==> src/rtl/ram_fifo_ctrl.sv <==
// FIFO controller in front of a 1-cycle-latency dual-port RAM, with a FWFT output through a 2-entry prefetch buffer.
// Latency: 3 cycles from push to out_valid. Backpressure: in_ready drops when the RAM is full; out_ready=0 stalls prefetch reads.
module ram_fifo_ctrl #(
    parameter int DATA_WIDTH = 32,
    parameter int ADDR_WIDTH = 4
) (
    input  logic                  clk,
    input  logic                  rstn,
    input  logic                  clr,
    input  logic                  in_valid,
    output logic                  in_ready,
    input  logic [DATA_WIDTH-1:0] in_data,
    output logic                  out_valid,
    input  logic                  out_ready,
    output logic [DATA_WIDTH-1:0] out_data,
    output logic [ADDR_WIDTH+1:0] count,
    output logic                  ram_wea,
    output logic [ADDR_WIDTH-1:0] ram_addra,
    output logic [DATA_WIDTH-1:0] ram_dina,
    output logic                  ram_rea,
    output logic [ADDR_WIDTH-1:0] ram_addrb,
    input  logic [DATA_WIDTH-1:0] ram_doutb
);

    localparam logic [ADDR_WIDTH:0] RAM_FULL = {1'b1, {ADDR_WIDTH{1'b0}}};
    localparam logic [ADDR_WIDTH:0] PTR_INC  = {{ADDR_WIDTH{1'b0}}, 1'b1};

    logic [ADDR_WIDTH:0]   wr_ptr_q, wr_ptr_d;
    logic [ADDR_WIDTH:0]   rd_ptr_q, rd_ptr_d;
    logic                  rd_pend_q, rd_pend_d;
    logic [1:0]            pf_cnt_q, pf_cnt_d;
    logic                  pf_head_q, pf_head_d;
    logic                  pf_tail_q, pf_tail_d;
    logic [DATA_WIDTH-1:0] pf_dat_q [2];

    logic [ADDR_WIDTH:0]   ram_cnt;
    logic [2:0]            pf_after;
    logic                  push;
    logic                  pop;

    assign ram_cnt   = wr_ptr_q - rd_ptr_q;
    assign in_ready  = rstn & (ram_cnt != RAM_FULL);
    assign push      = in_valid & in_ready & ~clr;
    assign out_valid = (pf_cnt_q != 2'd0);
    assign pop       = out_valid & out_ready;

    // Buffer occupancy once this cycle's pop and the in-flight return have settled.
    assign pf_after  = 3'(pf_cnt_q) + 3'(rd_pend_q) - 3'(pop);
    assign ram_rea   = ~clr & (ram_cnt != '0) & (pf_after < 3'd2);

    assign ram_wea   = push;
    assign ram_addra = wr_ptr_q[ADDR_WIDTH-1:0];
    assign ram_dina  = in_data;
    assign ram_addrb = rd_ptr_q[ADDR_WIDTH-1:0];

    assign out_data  = pf_dat_q[pf_head_q];
    assign count     = (ADDR_WIDTH+2)'(ram_cnt) + (ADDR_WIDTH+2)'(rd_pend_q)
                     + (ADDR_WIDTH+2)'(pf_cnt_q);

    always_comb begin
        wr_ptr_d  = wr_ptr_q;
        rd_ptr_d  = rd_ptr_q;
        rd_pend_d = rd_pend_q;
        pf_cnt_d  = pf_cnt_q;
        pf_head_d = pf_head_q;
        pf_tail_d = pf_tail_q;
        if (clr) begin
            wr_ptr_d  = '0;
            rd_ptr_d  = '0;
            rd_pend_d = 1'b0;
            pf_cnt_d  = 2'd0;
            pf_head_d = 1'b0;
            pf_tail_d = 1'b0;
        end else begin
            if (push) begin
                wr_ptr_d = wr_ptr_q + PTR_INC;
            end
            if (ram_rea) begin
                rd_ptr_d = rd_ptr_q + PTR_INC;
            end
            rd_pend_d = ram_rea;
            if (rd_pend_q) begin
                pf_tail_d = ~pf_tail_q;
            end
            if (pop) begin
                pf_head_d = ~pf_head_q;
            end
            pf_cnt_d = pf_cnt_q + 2'(rd_pend_q) - 2'(pop);
        end
    end

    always_ff @(posedge clk or negedge rstn) begin
        if (!rstn) begin
            wr_ptr_q  <= '0;
            rd_ptr_q  <= '0;
            rd_pend_q <= 1'b0;
            pf_cnt_q  <= 2'd0;
            pf_head_q <= 1'b0;
            pf_tail_q <= 1'b0;
        end else begin
            wr_ptr_q  <= wr_ptr_d;
            rd_ptr_q  <= rd_ptr_d;
            rd_pend_q <= rd_pend_d;
            pf_cnt_q  <= pf_cnt_d;
            pf_head_q <= pf_head_d;
            pf_tail_q <= pf_tail_d;
        end
    end

    // Payload storage carries no reset; validity is tracked by pf_cnt_q alone.
    always_ff @(posedge clk) begin
        if (rd_pend_q && !clr) begin
            pf_dat_q[pf_tail_q] <= ram_doutb;
        end
    end

endmodule

==> config.mk <==
export PLATFORM = sky130hd
export DESIGN_NAME = ram_fifo_ctrl
export DESIGN_NICKNAME = d
export VERILOG_FILES = /design/src/rtl/ram_fifo_ctrl.sv
export SDC_FILE = /design/constraint.sdc
export NUM_CORES = 1
export LEC_CHECK = 0
export ABC_AREA = 1
export BUFFER_PORTS_ARGS = -buffer_cell sky130_fd_sc_hd__buf_2
export CAP_MARGIN = 10
export CORE_AREA = 2 2 105 157
export DETAILED_ROUTE_END_ITERATION = 8
export DIE_AREA = 0 0 107 159
export PLACE_DENSITY = 0.47
export SYNTH_ARGS = -nofsm -noshare
export SYNTH_HDL_FRONTEND = slang
export SYNTH_SLANG_ARGS = --single-unit
==> constraint.sdc <==
create_clock -name clk -period 5.9 [get_ports clk]
set_input_delay 0.59 -clock clk [delete_from_list [all_inputs] [get_ports clk]]
set_output_delay 0.59 -clock clk [all_outputs]
set_load 0.005 [all_outputs]
Yosys cells after proc, flatten, opt, wreduce, memory -nomap -nowiden
Memory sizes are Yosys's and may differ from the RTL's.
Index checks and enable logic that the tools add are counted.
Widths: inputs -> output; s select.
{ "totals": {"out_inout_bits": 82, "word_cells": 47, "latch_bits": 0, "reg_bits": 15, "inputBits": 69, "ram_bits": 64, "mem_count": 1, "rom_bits": 0} }
{ "mem_list": {"columns": ["name", "depth", "width", "rd", "rd_ports_with_merged_regs", "wr", "line", "text"], "rows": [
  ["pf_dat_q", 2, 32, 1, 0, 1, "34", "logic [DATA_WIDTH-1:0] pf_dat_q [2];"]
]} }
{ "classes": {"eq_ne": 1, "n_div": 0, "muxes": 12, "mul": 0, "n_lt_le_gt_ge": 1, "addsub": 9, "n_reduce_logical": 8, "n_shift": 0, "bitwise_logic": 9} }
{ "ops": {"columns": ["operator", "count"], "rows": [
  ["$mux 5", 4],
  ["$add 5x1->5 const B", 2],
  ["$reduce_bool 2->1", 5],
  ["$mux 1", 7],
  ["$add 5x1->6", 1],
  ["$add 6x2->6", 1],
  ["$and 1x1->1", 6],
  ["$ne 5x5->1 const B", 1],
  ["$reduce_bool 5->1", 1],
  ["$sub 5x5->5", 1],
  ["$add 2x1->3", 1],
  ["$lt 3x2->1 const B", 1],
  ["$not 1->1", 3],
  ["$sub 3x1->3", 1],
  ["$add 2x1->2", 1],
  ["$mux 2", 1],
  ["$sub 2x1->2", 1],
  ["$logic_and 1x1->1", 1],
  ["$logic_not 1->1", 1]
]} }

Logic depth before layout (Yosys ltp)
Gate-level depths: netlist (run 1).
{ "depth": {"depth_word": 7, "ltp_mapped": 16, "mapped_depth_nobuf": 16} }

Worst setup path after synthesis (run 1)
Ideal clock, no wire load.
{ "synth_path": {"kind": "reg2out", "start": "register pf_cnt_q[1]", "end": "output ram_rea", "path_stages_with_launch": 14, "t_arrival_ns": 2.323, "t_required_ns": 5.310, "setup_slack_ns": 2.987, "path_cell_list": "dfrtp_1 inv_1 nand2_1 nand2_1 inv_1 ha_1 inv_1 ha_1 inv_1 fa_1 inv_1 nor4_1 nand2_2 inv_2"} }
{ "synth_via": {"elab_chain_cells": 5, "elab_cells_between_ends": 6, "classes_between": "add/sub: 2; order compare: 1; bitwise: 2; reduce/logical: 1"} }
{ "synth_lines": {"columns": ["item", "line", "text"], "rows": [
  ["from (decl)", "31", "logic [1:0] pf_cnt_q, pf_cnt_d;"],
  ["from (signal assigned)", "104", "pf_cnt_q <= pf_cnt_d;"],
  ["$reduce_bool 2->1", "44", "assign out_valid = (pf_cnt_q != 2'd0);"],
  ["net out_valid", "13", "output logic out_valid,"],
  ["$and 1x1->1", "45", "assign pop = out_valid & out_ready;"],
  ["$sub 3x1->3", "48", "assign pf_after = 3'(pf_cnt_q) + 3'(rd_pend_q) - 3'(pop);"],
  ["$lt 3x2->1", "49", "assign ram_rea = ~clr & (ram_cnt != '0) & (pf_after < 3'd2);"],
  ["$and 1x1->1", "49", null],
  ["to (decl)", "20", "output logic ram_rea,"]
]} }
The timed path passes the listed nets, and every way through them passes these cells.

Worst setup path in the final report (run 1)
{ "layout_path": {"start": "register pf_cnt_q[1]", "end": "output ram_rea"} }
{ "layout_via": {"elab_chain_cells": 5, "elab_cells_between_ends": 6, "classes_between": "add/sub: 2; order compare: 1; bitwise: 2; reduce/logical: 1"} }
{ "layout_lines": {"columns": ["item", "line"], "rows": [
  ["branches (longest 2 deep; another with $add 2x1->3)", null],
  ["$sub 3x1->3 *", "48"],
  ["$lt 3x2->1 *", "49"],
  ["$and 1x1->1 *", "49"]
]} }
Every way passes the cells marked *.

==> results of run 1 <==
[report_power, final]
group	internal (W)	switching, W	leakage [nW]
Sequential	0.000678	0.0000416	0.783
Clock	0.000289	0.000238	0.134
Combinational	0.000262	0.000415	1.12
[layout by cell type, fill, tap and decap left out, types with 4 or more instances in the layout]
cell,synthesis,routed
buf_2,2,86
xor2_1,8,8
nor2_1,14,12
ha_1,9,9
nand2_1,123,123
clkbuf_16,0,9
edfxtp_1,64,64
fa_1,4,4
dfrtp_1,15,15
nand3_1,19,19
nand4_1,4,4
inv_1,27,27
[registers in the layout, summed over array words and instances, names as in the netlist]
register	flops
wr_ptr_q	5
pf_tail_q	1
rd_pend_q	1
pf_cnt_q	2
pf_dat_q	64
rd_ptr_q	5
pf_head_q	1
[worst max-delay path, delay by kind of cell (launching register included)]
| family | cells | cell delay, ns |
|---|---|---|
| simple gates | 4 | 0.75 |
| flops | 1 | 0.46 |
| buf+inv | 7 | 0.51 |
| fa+ha+maj | 3 | 0.88 |
[kinds of logic after synthesis]
group,Yosys count
buffers and inverters,80
flip-flops,79
adder cells (fa/ha/maj),13
AO/OA/AOI/OAI,5
XOR/XNOR,12
AND/OR/NAND/NOR,173
[layout make-up]
type	instances	area (um2)
Fill cell	1637	11100
Sequential cell	79	2300
Multi-Input combinational cell	203	1100
Timing Repair Buffer	87	438
Tap cell	203	254
Clock buffer	9	225
Inverter	31	116
Clock inverter	7	55.1
[metrics by stage]
| stage | hold slack (ns) | utilization | instance area (um2) | total power [W] |
|---|---|---|---|---|
| floorplan | 0.294 | - | 3830 | 0.00118 |
| global placement | 0.561 | 0.269 | 4200 | 0.00142 |
| detailed placement | 0.574 | 0.269 | 4200 | 0.00143 |
| CTS | 0.207 | 0.287 | 4480 | 0.00197 |
| global route | 0.224 | 0.287 | 4480 | 0.00208 |
| finish | 0.198 | 0.287 | 4480 | 0.00192 |
[routing by layer]
metal,GRT usage,vias up,wire [um]
met4,0.0537,0,316
met1,0.109,1134,3280
met3,0.0258,34,446
met5,0,-,0
met2,0.180,69,4330
li1,-,1230,-
[worst paths after layout]
| path | start | end | slack (ns) | cells past startpoint |
|---|---|---|---|---|
| min in group clk | ram_doutb[12] | pf_dat_q[1][12]$_DFFE_PP_ | 0.44 | 1 |
| worst max-delay path | pf_cnt_q[1]$_DFF_PN0_ | ram_rea | 2.39 | 14 |
| worst min register to register | pf_tail_q$_DFFE_PN0P_ | pf_tail_q$_DFFE_PN0P_ | 0.60 | 1 |
| max in group asynchronous | rstn | wr_ptr_q[1]$_DFFE_PN0P_ | 5.38 | 1 |
| worst max register to register | pf_cnt_q[1]$_DFF_PN0_ | rd_ptr_q[1]$_DFFE_PN0P_ | 3.19 | 14 |
| worst min-delay path | rstn | rd_ptr_q[4]$_DFFE_PN0P_ | 0.20 | 1 |
==> results.cfg, run 1 <==
[worst_setup_path]
crit_path_end_kind = primary output
critPathMaxFanout = 7
cp_data_arrival_time_ns = 2.92
slowest_stage = fa_1
required_ns = 5.31
cp_common_cell = inv_1
critical_path_class = reg -> out
start_kind = flop
max_stage_delay_ns = 0.50
crit_chain = inv_1 -> nand2_1 -> nand2_1 -> inv_1 -> ha_1 -> inv_1 -> ha_1 -> inv_1 -> fa_1 -> inv_1 -> nor4_1 -> nand2_2 -> inv_2 -> buf_2

[yosys]
netlist.area_leader.share = 0.502
synth_seq_cells = 79
synth_nets = 444
yosysMostFrequentCell = nand2_1
synth_top_area_cell = edfxtp_1
synthSimpleGateAreaFrac = 0.196
synth_adder_area_share = 0.0503
synth_common_cells = nand2_1, edfxtp_1, buf_4, inv_1, nand3_1
synthArstFlopShare = 0.190
synth_ff_type = edfxtp_1
yosysSeqAreaShare = 0.600
synth_area_leaders = edfxtp_1, nand2_1, dfrtp_1, buf_4, ha_1
synth_area_um2 = 3830
synth_edf_count = 64
yosys-mux-area-fraction = 0
synth_top_family_by_area = simple AND/OR/NAND/NOR gates
synth_warnings = 0
ys_types = 27
synth_compound_area_frac = 0.00653
synth_cells = 362
synth-xor-area-share = 0.0294
synth.avg_cell_area_um2 = 10.6

[global_route]
antenna_found_initial = 0
grt_max_degree = 35
grt_overflow = 0
grt_pass1_wl_um = 13200
grt_use_total = 0.102
grt_pass1_vias = 2548

[min_path]
min_path_type = in -> async

[die]
start_util = 0.245
die_h_um = 159
dieWidth_um = 107
core_um2 = 15600
ios = 151
die_area_um2 = 17000
rows = 56

[placed_design]
place_congestion = 0.826
dp_cells = 603
dp_hpwl_um = 5600
io_buffers = 86
place_ws_ns = 2.64

[cells_and_area]
diodes = 0
synthToLayoutAreaGrowth_pct = 17.0
nNetsFinal = 493
drive_above_1_share = 0.279
final_cell_count_no_fill = 619

[sta]
finClkSkew_ns = 0.0114
fmax_mhz = 285
tightest_slew_ns = 1.08
period_minus_slack_ns = 3.51
period_share = 0.595
layout_setup_ws_ns = 2.39
slew_viol_final = 0
final-hold-violation-count = 0
final-setup-viol-count = 0
fin_tns_setup_ns = 0
slew_headroom = 0.274
rsz0062_at_grt = no

[clocking]
cts_hold_buffers = 0
clockBufferDepth = 2
numCtsBuffers = 9
cts_setup_buffers = 0
cts.clk_slew.worst_paths_ns = 0.07
ctsResizeCount = 0
htree_num_levels = 3
clk_latency_ns = 0.33
cts_num_sinks = 79
cts_tree = built
clockRootBuffer = clkbuf_16

[power_and_ir_drop]
leakagePower_nw = 2.04
irDropWorstVdd_mv = 0.177
powerDensity_nw_per_um2 = 429

[detailed_routing]
drt_iter0_drc = 73
wl_um = 8370
wire_per_inst_um = 13.5
first_pass_iters = 4
drcViolationCount = 0
drtAntennaViolNets = 0
avgViaCountPerCell = 3.99
vias = 2467

[status]
outcome = finished clean

[flow_run]
cap_violations = 0
(Power assumes the default switching activity.)
==> run 2: changes to the inputs <==
Settings changed: ABC_AREA 1 to 0, CORE_AREA 2 2 105 157 to 2 2 103 155, DIE_AREA 0 0 107 159 to 0 0 105 157.
Clock period 5.9 ns to 3.7 ns, I/O delays scaled along.
==> run 2 against run 1 <==
Against the previous run:
- synthesized area decreased by 2.4%
- critical endpoint unchanged
- worst hold slack improved by 0.021 ns
- combinational power increased by 43%
- largest cell class unchanged
- sequential share of layout area increased by 0.30 points
- largest power group unchanged
- critical path depth decreased by 3
==> results.cfg, run 2 <==
[yosys]
yosysSeqAreaShare = 0.614
synth_area_leaders = edfxtp_1, dfrtp_1, mux2_2, buf_4, ha_1
synth_seq_cells = 79
synth_nets = 341
synth_cells = 259
netlist.area_leader.share = 0.514
synthArstFlopShare = 0.190
synth_common_cells = edfxtp_1, buf_4, mux2_2, dfrtp_1, inv_1
synth.avg_cell_area_um2 = 14.4
synth_warnings = 0
synth_ff_type = edfxtp_1
synth_area_um2 = 3740
yosysMostFrequentCell = edfxtp_1
synth_top_area_cell = edfxtp_1
ys_types = 36
synth_edf_count = 64

[clocking]
cts_num_sinks = 79
htree_num_levels = 3
cts_setup_buffers = 0
clk_latency_ns = 0.33
numCtsBuffers = 9
clockBufferDepth = 2
cts.clk_slew.worst_paths_ns = 0.07
cts_tree = built
ctsResizeCount = 0
clockRootBuffer = clkbuf_16

[sta]
fin_tns_setup_ns = 0
slew_headroom = 0.681
finClkSkew_ns = 0.00853
fmax_mhz = 291
whs_ns = 0.219
slew_viol_final = 0
final-hold-violation-count = 0
period_share = 0.930
tightest_slew_ns = 0.478
rsz0062_at_grt = no
period_minus_slack_ns = 3.44
final-setup-viol-count = 0

[flow_run]
cap_violations = 0

[cells_and_area]
nNetsFinal = 397
final_cell_mix = buf_2, edfxtp_1, mux2_2
largest_register_ffs = 64
top_register = pf_dat_q
drive_above_1_share = 0.463
synthToLayoutAreaGrowth_pct = 19.1
final_area_um2 = 4460
multi_input_area_um2 = 1090
layout_commonest_cell = buf_2
reg.largest.list = pf_dat_q (64), rd_ptr_q (5), wr_ptr_q (5)
ff_latch_area_um2 = 2300
diodes = 0
fillers = 1594
final_cell_count_no_fill = 519

[worst_setup_path]
start_kind = flop
max_stage_delay_ns = 0.51
slowest_stage = fa_1
critPathTopFamily = simple AND/OR/NAND/NOR gates
crit_path_end_kind = primary output
critical_path_class = reg -> out
crit_buf_inv = 4
required_ns = 3.33
cp_data_arrival_time_ns = 3.07
critPathMaxFanout = 5
crit_chain = or2_2 -> and2_1 -> ha_1 -> inv_1 -> ha_1 -> inv_1 -> fa_1 -> nor3b_1 -> buf_4 -> nor2b_1 -> buf_2

[die]
rows = 55
die_h_um = 157
core_um2 = 15000
die_area_um2 = 16500
start_util = 0.249
ios = 151
dieWidth_um = 105

[power_and_ir_drop]
irDropWorstVdd_mv = 0.268
powerDensity_nw_per_um2 = 675
leakagePower_nw = 1.74

[global_route]
grt_use_total = 0.0914
antenna_found_initial = 0
grt_pass1_vias = 2194
met1_usage = 0.0970
grt_pass1_wl_um = 11400
use_met2 = 0.164
grt_max_degree = 33
busiest_layer = met2
gr-usage-met3 = 0.0306
grt_overflow = 0

[detailed_routing]
wl_um = 7280
first_pass_iters = 4
drcViolationCount = 0
wire_per_inst_um = 14.0
drt_iter0_drc = 57
vias = 2152
avgViaCountPerCell = 4.15
drtAntennaViolNets = 0

[placed_design]
dp_hpwl_um = 5060
place_area_um2 = 4140
place_congestion = 0.644
dp_cells = 502
io_buffers = 86

[status]
outcome = finished clean

[min_path]
min_path_type = in -> reg
==> run 2: cell count changes after synthesis, sizes merged, moves of 5 or more <==
cell and change:
mux2 +35, nor2b +6, nor2 -6, nand2 -123, nand3 -19, a21oi +5, inv -18
==> run 2: per-layer routing <==
metal	vias up	part of all wire
li1	1000	-
met1	1067	0.41
met2	74	0.53
met3	11	0.048
met4	0	0.016
met5	-	0
==> run 2: path summary, 6_finish.rpt <==
kind	to	start	slack [ns]	cells past startpoint
min in group asynchronous	wr_ptr_q[1]$_DFFE_PN0P_	rstn	0.50	2
hold reg to reg	pf_head_q$_DFFE_PN0P_	pf_head_q$_DFFE_PN0P_	0.56	2
max in group asynchronous	rd_ptr_q[1]$_DFFE_PN0P_	rstn	2.91	2
setup / recovery	ram_rea	pf_cnt_q[1]$_DFF_PN0_	0.26	11
setup reg to reg	rd_ptr_q[1]$_DFFE_PN0P_	pf_cnt_q[1]$_DFF_PN0_	0.64	11
hold / removal	pf_dat_q[0][10]$_DFFE_PP_	ram_doutb[10]	0.22	1
==> run 2: cell type report <==
type | instances | area share
multi-input cells | 123 | 0.244
well taps | 199 | 0.0559
repair buffers | 91 | 0.106
inverters | 11 | 0.00927
flip-flops and latches | 79 | 0.516
clock buffers | 9 | 0.0505
clock inverters | 7 | 0.0188
==> run 2: logic make-up after synthesis <==
| group | after synthesis | synth area share |
|---|---|---|
| muxes | 37 | 0.111 |
| and+or+nand+nor | 47 | 0.0719 |
| buffers and inverters | 57 | 0.0974 |
| AOI/OAI and AO/OA | 17 | 0.0311 |
| xor gates and xnor gates | 9 | 0.0231 |
| DFF | 79 | 0.614 |
| adders and majority gates | 13 | 0.0515 |
==> run 2: stage by stage <==
step | util | power (W) | setup slack [ns]
after floorplan | - | 0.00180 | 0.224
after global placement | 0.276 | 0.00212 | 0.635
after detailed placement | 0.276 | 0.00214 | 0.609
after CTS | 0.297 | 0.00308 | 0.221
after global routing | 0.297 | 0.00322 | 0.0316
final | 0.297 | 0.00301 | 0.259
==> run 2: what timing repair did <==
action	in CTS	in global routing
setup endpoints to repair	0	0
hold buffers	1	0
hold endpoints to repair	15	0
==> run 2: report_power, final <==
part           internal (W)  switching, W
Combinational      0.000472      0.000498
Sequential          0.00107     0.0000519
Clock              0.000536      0.000377
